===== src/rtl/ahb_mtx_req_stage_pkg.sv =====
// ahb_mtx_req_stage_pkg: shared AHB codes, FSM encoding and captured-control type for the matrix request stage
package ahb_mtx_req_stage_pkg;

    localparam logic [1:0] HTRANS_IDLE = 2'b00;
    localparam logic       HRESP_OKAY  = 1'b0;
    localparam logic       HRESP_ERROR = 1'b1;

    typedef enum logic [2:0] {
        ST_IDLE     = 3'd0,
        ST_WAIT_GNT = 3'd1,
        ST_DATA     = 3'd2,
        ST_ERR1     = 3'd3,
        ST_ERR2     = 3'd4
    } state_e;

    typedef struct packed {
        logic [1:0] htrans;
        logic       hwrite;
        logic [2:0] hsize;
        logic [2:0] hburst;
        logic [3:0] hprot;
    } ctl_t;

    function automatic logic is_active(input logic [1:0] htrans);
        return htrans[1];
    endfunction

endpackage


===== src/rtl/ahb_mtx_addr_dec.sv =====
// ahb_mtx_addr_dec: combinational address decode to slave-port hit vector, lowest-index winner and miss flag
module ahb_mtx_addr_dec #(
    parameter int                            SLV_NUM    = 2,
    parameter int                            ADDR_WIDTH = 32,
    parameter int                            IDX_W      = 1,
    parameter logic [ADDR_WIDTH*SLV_NUM-1:0] SLV_BASE   = {32'h2000_0000, 32'h0000_0000},
    parameter logic [ADDR_WIDTH*SLV_NUM-1:0] SLV_MASK   = {32'hF000_0000, 32'hF000_0000}
) (
    input  logic [ADDR_WIDTH-1:0] haddr_i,
    output logic [SLV_NUM-1:0]    hit_o,
    output logic [IDX_W-1:0]      idx_o,
    output logic                  miss_o
);

    for (genvar g = 0; g < SLV_NUM; g++) begin : g_hit
        assign hit_o[g] = (haddr_i & SLV_MASK[g*ADDR_WIDTH +: ADDR_WIDTH]) == SLV_BASE[g*ADDR_WIDTH +: ADDR_WIDTH];
    end

    // Scan downward so the lowest-index overlapping region is the one left standing
    always_comb begin
        idx_o = '0;
        for (int s = SLV_NUM - 1; s >= 0; s--)
            if (hit_o[s]) idx_o = IDX_W'(s);
    end

    assign miss_o = ~|hit_o;

endmodule


===== src/rtl/ahb_mtx_req_stage.sv =====
// ahb_mtx_req_stage: master-side matrix input stage; captures the address phase, requests the target
// slave-port arbiter, stalls the master until granted, forwards the phase and returns the response.
module ahb_mtx_req_stage
    import ahb_mtx_req_stage_pkg::*;
#(
    parameter int                            SLV_NUM    = 2,
    parameter int                            PRI_WIDTH  = 1,
    parameter int                            ADDR_WIDTH = 32,
    parameter logic [ADDR_WIDTH*SLV_NUM-1:0] SLV_BASE   = {32'h2000_0000, 32'h0000_0000},
    parameter logic [ADDR_WIDTH*SLV_NUM-1:0] SLV_MASK   = {32'hF000_0000, 32'hF000_0000}
) (
    input  logic                  clk,
    input  logic                  rst_n,
    input  logic                  hsel,
    input  logic [ADDR_WIDTH-1:0] haddr,
    input  logic [1:0]            htrans,
    input  logic                  hwrite,
    input  logic [2:0]            hsize,
    input  logic [2:0]            hburst,
    input  logic [3:0]            hprot,
    input  logic                  hready,
    input  logic [PRI_WIDTH-1:0]  cfg_pri,
    output logic                  hreadyout,
    output logic                  hresp,
    output logic [SLV_NUM-1:0]    req,
    output logic [PRI_WIDTH-1:0]  pri,
    input  logic [SLV_NUM-1:0]    gnt,
    input  logic                  arb_ready,
    output logic [1:0]            o_htrans,
    output logic [ADDR_WIDTH-1:0] o_haddr,
    output logic                  o_hwrite,
    output logic [2:0]            o_hsize,
    output logic [2:0]            o_hburst,
    output logic [3:0]            o_hprot,
    input  logic                  s_hreadyout,
    input  logic                  s_hresp
);

    localparam int IDX_W = (SLV_NUM > 1) ? $clog2(SLV_NUM) : 1;

    state_e                  state_q, state_d, cap_st;
    logic [SLV_NUM-1:0]      hit, oh_q;
    logic [IDX_W-1:0]        idx, idx_q;
    logic                    miss, accept, cap, fwd;
    logic [ADDR_WIDTH-1:0]   haddr_q, o_haddr_q;
    logic [PRI_WIDTH-1:0]    pri_q;
    ctl_t                    ctl_in, ctl_q, o_ctl_q, o_ctl;

    ahb_mtx_addr_dec #(
        .SLV_NUM    (SLV_NUM),
        .ADDR_WIDTH (ADDR_WIDTH),
        .IDX_W      (IDX_W),
        .SLV_BASE   (SLV_BASE),
        .SLV_MASK   (SLV_MASK)
    ) u_dec (
        .haddr_i (haddr),
        .hit_o   (hit),
        .idx_o   (idx),
        .miss_o  (miss)
    );

    assign ctl_in = '{htrans: htrans, hwrite: hwrite, hsize: hsize, hburst: hburst, hprot: hprot};

    // A new address phase is only taken when the master sees this stage as ready
    assign accept = (state_q == ST_IDLE) || (state_q == ST_ERR2) || (state_q == ST_DATA && s_hreadyout);
    assign cap    = accept && hsel && hready && is_active(htrans);
    assign cap_st = miss ? ST_ERR1 : ST_WAIT_GNT;
    assign fwd    = (state_q == ST_WAIT_GNT) && gnt[idx_q] && arb_ready;

    always_ff @(posedge clk or negedge rst_n) begin
        if (!rst_n) state_q <= ST_IDLE;
        else        state_q <= state_d;
    end

    always_comb begin
        state_d = state_q;
        unique case (state_q)
            ST_IDLE:     state_d = cap ? cap_st : ST_IDLE;
            ST_WAIT_GNT: state_d = fwd ? ST_DATA : ST_WAIT_GNT;
            ST_DATA:     state_d = !s_hreadyout ? ST_DATA : cap ? cap_st : ST_IDLE;
            ST_ERR1:     state_d = ST_ERR2;
            ST_ERR2:     state_d = cap ? cap_st : ST_IDLE;
            default:     state_d = ST_IDLE;
        endcase
    end

    always_comb begin
        hreadyout = 1'b1;
        hresp     = HRESP_OKAY;
        req       = '0;
        o_htrans  = HTRANS_IDLE;
        unique case (state_q)
            ST_WAIT_GNT: begin
                req       = oh_q;
                hreadyout = 1'b0;
                o_htrans  = fwd ? ctl_q.htrans : HTRANS_IDLE;
            end
            ST_DATA: begin
                hreadyout = s_hreadyout;
                hresp     = s_hresp;
            end
            ST_ERR1: begin
                hreadyout = 1'b0;
                hresp     = HRESP_ERROR;
            end
            ST_ERR2:  hresp = HRESP_ERROR;
            default: ;
        endcase
    end

    // Hold registers for the captured phase and the last forwarded phase
    always_ff @(posedge clk or negedge rst_n) begin
        if (!rst_n) begin
            haddr_q   <= '0;
            ctl_q     <= '0;
            pri_q     <= '0;
            idx_q     <= '0;
            oh_q      <= '0;
            o_haddr_q <= '0;
            o_ctl_q   <= '0;
        end else begin
            if (cap) begin
                haddr_q <= haddr;
                ctl_q   <= ctl_in;
                pri_q   <= cfg_pri;
                idx_q   <= idx;
                oh_q    <= hit & (~hit + SLV_NUM'(1));
            end
            if (fwd) begin
                o_haddr_q <= haddr_q;
                o_ctl_q   <= ctl_q;
            end
        end
    end

    assign pri      = pri_q;
    assign o_ctl    = fwd ? ctl_q : o_ctl_q;
    assign o_haddr  = fwd ? haddr_q : o_haddr_q;
    assign o_hwrite = o_ctl.hwrite;
    assign o_hsize  = o_ctl.hsize;
    assign o_hburst = o_ctl.hburst;
    assign o_hprot  = o_ctl.hprot;

endmodule


===== config.mk =====
export PLATFORM = sky130hd
export DESIGN_NAME = ahb_mtx_req_stage
export DESIGN_NICKNAME = d
export VERILOG_FILES = /design/src/rtl/ahb_mtx_req_stage_pkg.sv /design/src/rtl/ahb_mtx_addr_dec.sv /design/src/rtl/ahb_mtx_req_stage.sv
export SDC_FILE = /design/constraint.sdc
export NUM_CORES = 1
export LEC_CHECK = 0
export ABC_AREA = 1
export BUFFER_PORTS_ARGS = -buffer_cell sky130_fd_sc_hd__buf_2
export CORE_UTILIZATION = 25
export CTS_CLUSTER_SIZE = 20
export DETAILED_ROUTE_END_ITERATION = 8
export PLACE_DENSITY_LB_ADDON = 0.05
export RECOVER_POWER = 100
export SLEW_MARGIN = 10
export SYNTH_ARGS = -nofsm -noshare
export SYNTH_HDL_FRONTEND = slang
export SYNTH_SLANG_ARGS = --single-unit

===== constraint.sdc =====
create_clock -name clk -period 1.7 [get_ports clk]
set_input_delay 0.17 -clock clk [delete_from_list [all_inputs] [get_ports clk]]
set_output_delay 0.17 -clock clk [all_outputs]
set_load 0.05 [all_outputs]

==> metrics.md, run 1 <==
| Metric | Value |
|---|---|
| Net switching power | `5.07 mW` |
| Final setup violation count | `45` |
| Path type of the worst min-delay path | `in -> reg` |
| Highest clock rate | `about 0.54 GHz` |
| Share of cells above drive strength 1 | `a little under half` |
| I/O Buffers | `approximately 100` |
| Category of the critical setup timing path | `reg -> out` |
| Prevailing post-synth register cell | `sky130_fd_sc_hd__dfrtp_1` |
| Residual DRC | `0` |
| Maximum level of the CTS H-tree | `3` |
| Multi-input gate area | `0.00157 mm^2` |
| GR Util All Layers | `14.3%` |
| Starting DRT DRC Count | `135` |
| Layout Nets | `620` |
| DRT Pass-1 Iters | `4` |
| Crit path DAT | `1.69 ns` |
| Wire length of the first global-routing pass | `between 15,000 and 20,000 um` |
| Top-Level Pins | `about 110` |
| Sum of routed wire segments on met1 | `4730 um` |
| Worst slew slack as a fraction of its limit | `45.7%` |
| Slew at the pin with the worst max-slew slack | `0.814 ns` |
| Endpoint required time on the critical path | `1.53 ns` |
| Compound-Gate Fraction of Synth Area | `1.07%` |
| Floorplan die width | `~120 um` |
| Largest family of logic cells by synthesized area | `simple AND/OR/NAND/NOR gates` |
| Avg Cell Area, Syn | `around 8.8 um^2` |
| Total core area | `about 0.015 mm^2` |
| Sequential fraction of design power | `31.7%` |
| Largest cells by area after synthesis | `sky130_fd_sc_hd__dfrtp_1 (63%), sky130_fd_sc_hd__nand2_1 (27%), sky130_fd_sc_hd__buf_6 (3.9%), sky130_fd_sc_hd__inv_1 (1.2%), sky130_fd_sc_hd__nor2_1 (1.0%)` |
| RSZ-0062 raised after global routing | `true` |
| Initial antenna violation count | `0` |
| Routed wire length on met2 | `approximately 5500 um` |
| Min Tclk post-route | `around 1.9 ns` |
| Fin crit share | `110%` |
| Largest fanout on the critical path | `9` |
| Max layer used | `met4` |
| Clock tree buffer depth | `2` |
| Dominant cell type by area after synthesis | `sky130_fd_sc_hd__dfrtp_1` |
| Violations in the final reports | `setup timing` |
| Initial core utilization | `25.7%` |
| Total Die Area | `~0.015 mm^2` |
| Proportion of register bits with asynchronous set or reset after synthesis | `100%` |
| Setup slack of the critical path after layout | `-0.164 ns` |
| Pre-CTS setup slack | `-0.0118 ns` |
| Number of hold violations in the final report | `0` |
| Synthesized flop and latch total | `94` |
| Post-detailed-route via-to-cell ratio | `about 4.2` |
| Synth unique cells | `18` |
| Die Y | `124 um` |
| Mapped Cells | `roughly 430` |
| Post-layout util | `40.7%` |
| Yosys top cell area share | `62.7%` |
| List of most frequent post-synthesis cells | `sky130_fd_sc_hd__nand2_1 (270), sky130_fd_sc_hd__dfrtp_1 (94), sky130_fd_sc_hd__buf_6 (13)` |
| Sequential cell area | `between 0.002 and 0.0025 mm^2` |
| Synthesized-area fraction occupied by xor and xnor cells | `0%` |
| Global route overflow | `0` |
| Max capacitance violation total | `0` |
| Top-count cell post-synth | `sky130_fd_sc_hd__nand2_1` |
| Post-placement cell count | `708` |
| Post-DP HPWL | `approximately 6600 um` |
| Final Routed Wirelength | `10,800 um` |
| Leakage power total | `3.23 nW` |
| Largest net degree at the start of global routing | `41` |
| Number of global-route vias before repair | `between 3,000 and 4,000` |
| Share of power burned in the clock network | `16.6%` |
| Combinational fraction of design power | `51.7%` |
| Register clock-pin slew on the reported worst setup and hold paths | `0.07 ns` |
| Netlist area before placement | `~0.0037 mm^2` |
| Power per Cell Area | `1990 mW/mm^2` |
| Startpoint class of the critical path | `register` |
| Number of buffers added by the clock tree synthesis step | `9` |
| Post-synthesis share of cell area spent on and, or, nand and nor gates | `~30%` |
| Post-synthesis net count | `480` |
| Total clock sinks | `94` |
| Fraction of power spent switching nets | `42.8%` |
| Clock network latency to the later pin of the worst-skew pair | `0.34 ns` |
| Number of warnings printed during yosys synthesis | `0` |
| Metal3 WL | `415 um` |
| Endpoint class of the critical path | `output port` |
| Final non-filler cell total | `approximately 750` |
| Mux share of post-synthesis cell area | `0%` |
| Row count | `44` |
| Sequential share of the synthesized area | `a little over three fifths` |
| Number of routed nets with antenna violations | `0` |
| Post-synthesis share of cell area spent on full adders, half adders and majority gates | `0%` |
| Gpl congestion | `0.728` |
| Count of filler cells inserted in the layout | `1,454` |
| Status | `finished with violations` |
| Via count | `3,141` |
| Clock skew after layout | `around 0.005 ns` |
| Wire per inst | `around 14 um` |
| Library cell used as clock root buffer | `sky130_fd_sc_hd__clkbuf_16` |
| Signed area change from the synthesized netlist to the final layout | `58.5%` |
| Number of antenna cells inserted | `0` |
| Internal Power | `6.77 mW` |
| Number of enable flip-flop cells after synthesis | `0` |
| CTS tree | `yes` |
| Final max-slew violation count | `0` |
| Worst vdd rail ir drop | `approximately 0.97 mV` |
[layout make-up]
type / count / area share (%)
well taps: 184 / 3.87
clock buffers: 14 / 4.61
clock inverters: 2 / 0.253
repair buffers: 147 / 24.0
flip-flops and latches: 94 / 39.6
inverters: 15 / 1.20
multi-input cells: 298 / 26.5
[flip-flops by register name (all words and copies together) (netlist names)]
signal     flops
ctl_q         13
haddr_q       32
o_ctl_q       11
o_haddr_q     32
oh_q           2
pri            1
state_q        3
[through the flow]
stage	power [mW]	hold WS, ns	TNS, ns	area [um^2]
final	11.8	0.0135	-6.32	5940
after global routing	12.5	0.00947	-13.01	5940
after CTS	11.0	0.00204	-9.32	5410
after detailed placement	7.80	0.157	-0.0118	4480
after global placement	7.77	0.151	0	4480
after floorplan	6.75	-0.126	-0.216	3750
[power by group through the flow]
| stage | clock network [mW] | registers, mW | logic, mW |
|---|---|---|---|
| after floorplan | 0 | 3.57 | 3.18 |
| after global placement | 0 | 3.62 | 4.15 |
| after detailed placement | 0 | 3.62 | 4.17 |
| after CTS | 2.04 | 3.59 | 5.39 |
| after global routing | 2.13 | 3.87 | 6.54 |
| final | 1.96 | 3.75 | 6.13 |
[per-layer routing]
metal / vias up / track usage (%)
met4: 0 / 5.67
met3: 15 / 3.87
met2: 68 / 23.4
met5: - / 0
met1: 1499 / 17.9
li1: 1559 / -
[kinds of logic after synthesis]
family / after synthesis
buffers and inverters: 33
AND/OR/NAND/NOR: 290
AO/OA/AOI/OAI: 8
flip-flops: 94
[layout by cell type, fill, tap and decap left out]
| cell type | synthesis | final |
|---|---|---|
| sky130_fd_sc_hd__nand2_1 | 270 | 179 |
| sky130_fd_sc_hd__dfrtp_1 | 94 | 94 |
| sky130_fd_sc_hd__nand2_2 | 1 | 58 |
| sky130_fd_sc_hd__buf_2 | 1 | 55 |
| sky130_fd_sc_hd__buf_8 | 0 | 43 |
| sky130_fd_sc_hd__nand2_4 | 1 | 35 |
| sky130_fd_sc_hd__buf_4 | 4 | 28 |
| sky130_fd_sc_hd__clkbuf_16 | 0 | 12 |
| sky130_fd_sc_hd__inv_1 | 12 | 11 |
| sky130_fd_sc_hd__nor2_1 | 10 | 8 |
| sky130_fd_sc_hd__buf_12 | 0 | 6 |
| sky130_fd_sc_hd__o21ai_0 | 5 | 4 |
| sky130_fd_sc_hd__o21ai_1 | 3 | 4 |
| sky130_fd_sc_hd__buf_6 | 13 | 4 |
| sky130_fd_sc_hd__nand3_1 | 3 | 3 |
| sky130_fd_sc_hd__clkbuf_1 | 0 | 3 |
| sky130_fd_sc_hd__clkbuf_8 | 0 | 3 |
| sky130_fd_sc_hd__dlygate4sd3_1 | 0 | 3 |
| sky130_fd_sc_hd__clkbuf_2 | 0 | 3 |
| sky130_fd_sc_hd__inv_2 | 2 | 2 |
| sky130_fd_sc_hd__nand4_1 | 2 | 2 |
| sky130_fd_sc_hd__clkinvlp_4 | 0 | 2 |
| sky130_fd_sc_hd__nand3_4 | 0 | 1 |
| sky130_fd_sc_hd__nor2_4 | 0 | 1 |
| sky130_fd_sc_hd__clkinv_8 | 0 | 1 |
| sky130_fd_sc_hd__nor3_1 | 1 | 1 |
| sky130_fd_sc_hd__and3_1 | 1 | 1 |
| sky130_fd_sc_hd__nor2_2 | 0 | 1 |
| sky130_fd_sc_hd__inv_4 | 1 | 1 |
| sky130_fd_sc_hd__clkbuf_4 | 0 | 1 |
[path summary, 6_finish.rpt]
kind	slack (ns)	cells past startpoint	end	from
hold / removal	0.01	3	haddr_q[23]	haddr[23]
setup reg to reg	0.20	9	haddr_q[7]	state_q[1]
max in group asynchronous	0.23	3	haddr_q[0]	rst_n
hold reg to reg	0.47	2	ctl_q[12]	ctl_q[12]
min in group asynchronous	0.44	2	haddr_q[23]	rst_n
setup / recovery	-0.16	9	o_haddr[1]	state_q[1]
[what timing repair did]
action	in CTS	in global routing
hold buffers	3	0
buffers inserted	9	18
resized for setup	155	125
hold endpoints to repair	30	0
pin swaps	1	27
setup endpoints to repair	45	46
gates cloned	2	3
[worst max-delay path, cell delays in order, from the launching register on]
cell and delay (ns):
sky130_fd_sc_hd__dfrtp_1 0.40, sky130_fd_sc_hd__inv_2 0.08, sky130_fd_sc_hd__nand3_4 0.08, sky130_fd_sc_hd__nor2_4 0.12, sky130_fd_sc_hd__nand2_4 0.09, sky130_fd_sc_hd__clkinv_8 0.11, sky130_fd_sc_hd__buf_12 0.14, sky130_fd_sc_hd__nand2_1 0.06
sky130_fd_sc_hd__nand2_2 0.10, sky130_fd_sc_hd__buf_8 0.15
No activity file was read; power rests on OpenSTA's default activity.
==> inputs of run 2 (changes only) <==
Settings changed: CORE_MARGIN set to 2.
==> run 2 against run 1 <==
Compared with the run above: the flow still finishes with violations (setup timing); cell count increased by 0.93%; hold slack better by 0.0013 ns; clock skew hardly changed; die area up 3.2%; sequential power about the same; critical endpoint is now o_haddr[11].
==> metrics.md, run 2 (synthesized netlist as in run 1, its figures left out) <==
| Metric | Value |
|---|---|
| Row count | `44 (unchanged)` |
| Pre-CTS setup slack | `0.0133 ns (+0.0251 ns)` |
| CP Capture Point | `o_haddr[11]` |
| Fin crit share | `112% (+2.4 points)` |
| Number of buffers added by the clock tree synthesis step | `9 (unchanged)` |
| Total clock sinks | `94 (unchanged)` |
| Largest fanout on the critical path | `11 (+2)` |
| Clock skew after layout | `0.00452 ns (-0.000473 ns)` |
| Starting DRT DRC Count | `130 (-3.7%)` |
| Worst r2r path cells | `9 (unchanged)` |
| Final setup violation count | `45 (unchanged)` |
| Post-DP HPWL | `6500 um (-1.0%)` |
| Final non-filler cell total | `761 (+0.93%)` |
| Die Y | `126 um (+1.6%)` |
| Path type of the worst min-delay path | `in -> reg` |
| Worst vdd rail ir drop | `1.11 mV (+15%)` |
| Global route overflow | `0 (unchanged)` |
| Maximum level of the CTS H-tree | `3 (unchanged)` |
| Initial antenna violation count | `1 (+1)` |
| Via count | `3,197 (+1.8%)` |
| DRT Pass-1 Iters | `4 (unchanged)` |
| Slew at the pin with the worst max-slew slack | `0.911 ns (+0.0972 ns)` |
| Category of the critical setup timing path | `reg -> out` |
| Status | `finished with violations` |
| Post-placement cell count | `710 (+0.28%)` |
| Share of cells above drive strength 1 | `45.1% (about the same)` |
| Setup slack of the critical path after layout | `-0.204 ns (-0.0401 ns)` |
| Leakage power total | `3.21 nW (-0.74%)` |
| Top-Level Pins | `105 (unchanged)` |
| Number of antenna cells inserted | `0 (unchanged)` |
| Endpoint required time on the critical path | `1.53 ns (about the same)` |
| Most common cell after layout, fill and taps aside | `sky130_fd_sc_hd__nand2_1` |
| Gpl congestion | `0.756 (+3.8%)` |
| Min Tclk post-route | `1.90 ns (+0.0401 ns)` |
| Power per Cell Area | `1970 mW/mm^2 (-1.3%)` |
| Largest registers | `haddr_q (32), o_haddr_q (32), ctl_q (13)` |
| Number of global-route vias before repair | `3,390 (+2.9%)` |
| Highest clock rate | `0.525 GHz (-2.1%)` |
| Wire per inst | `15.0 um (+5.1%)` |
| Max capacitance violation total | `0 (unchanged)` |
| Minimum hold slack | `0.0147 ns (+0.00126 ns)` |
| Number of hold violations in the final report | `0 (unchanged)` |
| Clock network latency to the later pin of the worst-skew pair | `0.35 ns (about the same)` |
| Flop-to-flop setup slack | `0.15 ns (-0.05 ns)` |
| Critical R2R Capture | `ctl_q[8]` |
| Startpoint class of the critical path | `register` |
| Residual DRC | `0 (unchanged)` |
| Clock tree buffer depth | `2 (unchanged)` |
| Crit path DAT | `1.73 ns (+0.04 ns)` |
| Floorplan die width | `126 um (+1.6%)` |
| Total Die Area | `0.0160 mm^2 (+3.2%)` |
| Post-detailed-route via-to-cell ratio | `4.20 (+0.85%)` |
| Worst slew slack as a fraction of its limit | `39.3% (-6.5 points)` |
| CTS tree | `yes` |
| RSZ-0062 raised after global routing | `true` |
| Wire length of the first global-routing pass | `17,900 um (+4.7%)` |
| Largest net degree at the start of global routing | `35 (-15%)` |
| Library cell used as clock root buffer | `sky130_fd_sc_hd__clkbuf_16` |
| Highest-count cells in the layout ignoring fill and taps | `sky130_fd_sc_hd__nand2_1 (187), sky130_fd_sc_hd__dfrtp_1 (94), sky130_fd_sc_hd__nand2_4 (57)` |
| Violations in the final reports | `setup timing` |
| FF-to-FF Start | `state_q[2]` |
| Layout Nets | `628 (+1.3%)` |
| I/O Buffers | `104 (unchanged)` |
| Signed area change from the synthesized netlist to the final layout | `64.6%` |
| Final Routed Wirelength | `11,400 um (+6.0%)` |
| Total core area | `0.0146 mm^2 (unchanged)` |
| Number of routed nets with antenna violations | `0 (unchanged)` |
| GR Util All Layers | `14.5% (+0.20 points)` |
| Register clock-pin slew on the reported worst setup and hold paths | `0.06 ns (about the same)` |
| Final max-slew violation count | `0 (unchanged)` |
| Critical Path Source | `state_q[2]` |
| Endpoint class of the critical path | `output port` |
| Initial core utilization | `25.7% (unchanged)` |
[run 2: final cells by class]
type,instances,area [um^2]
fillers,1448,8420
flip-flops and latches,94,2350
multi-input cells,298,1680
repair buffers,155,1570
clock buffers,14,264
well taps,184,230
inverters,15,73.8
clock inverters,1,5.00
[run 2: timing repair]
item                       in CTS  in global routing
hold endpoints to repair       31                  0
resized for setup             170                119
pin swaps                       7                 21
setup endpoints to repair      45                 49
buffers inserted               12                 15
cloned                          7                  2
hold buffers                    1                  0
[run 2: report_power, final]
group / switching [mW] / internal (mW)
sequential: 0.565 / 3.19
combinational: 3.78 / 2.71
clock: 0.824 / 1.06
[run 2: routing by layer]
metal / GRT usage [%] / vias to the layer above / routed length (um)
met5: 0 / - / 0
met2: 24.0 / 65 / 5790
met4: 5.04 / 0 / 168
met1: 18.5 / 1548 / 5000
li1: - / 1573 / -
met3: 3.75 / 11 / 496
[run 2: worst min-delay path by stage]
stage | slack [ns] | cells past startpoint | to | startpoint
2_1_floorplan | -0.13 | 0 | ctl_q[0] | rst_n
3_3_place_gp | 0.17 | 1 | o_haddr_q[26] | rst_n
3_5_place_dp | 0.16 | 1 | o_haddr_q[26] | rst_n
4_1_cts | 0.002 | 3 | ctl_q[10] | hwrite
5_1_grt | 0.02 | 3 | ctl_q[10] | hwrite
6_report | 0.01 | 3 | ctl_q[10] | hwrite
[run 2: metrics by stage]
step | instance area (um^2) | TNS (ns) | power [mW] | utilization (%)
2_1_floorplan | 3750 | -0.216 | 6.75 | -
3_3_place_gp | 4520 | 0 | 7.84 | 31.0
3_5_place_dp | 4520 | 0 | 7.86 | 31.0
4_1_cts | 5590 | -8.12 | 11.2 | 38.3
5_1_grt | 6170 | -11.26 | 12.8 | 42.3
6_report | 6170 | -7.07 | 12.1 | 42.3
[run 2: worst max-delay path, stage by stage, from the launching register on]
cell	delay, ns
sky130_fd_sc_hd__dfrtp_1	0.39
sky130_fd_sc_hd__inv_2	0.08
sky130_fd_sc_hd__nand3_4	0.08
sky130_fd_sc_hd__nor2_4	0.10
sky130_fd_sc_hd__nand2_4	0.09
sky130_fd_sc_hd__buf_6	0.15
sky130_fd_sc_hd__clkbuf_16	0.17
sky130_fd_sc_hd__nand2_1	0.09
sky130_fd_sc_hd__nand2_2	0.07
sky130_fd_sc_hd__buf_6	0.15
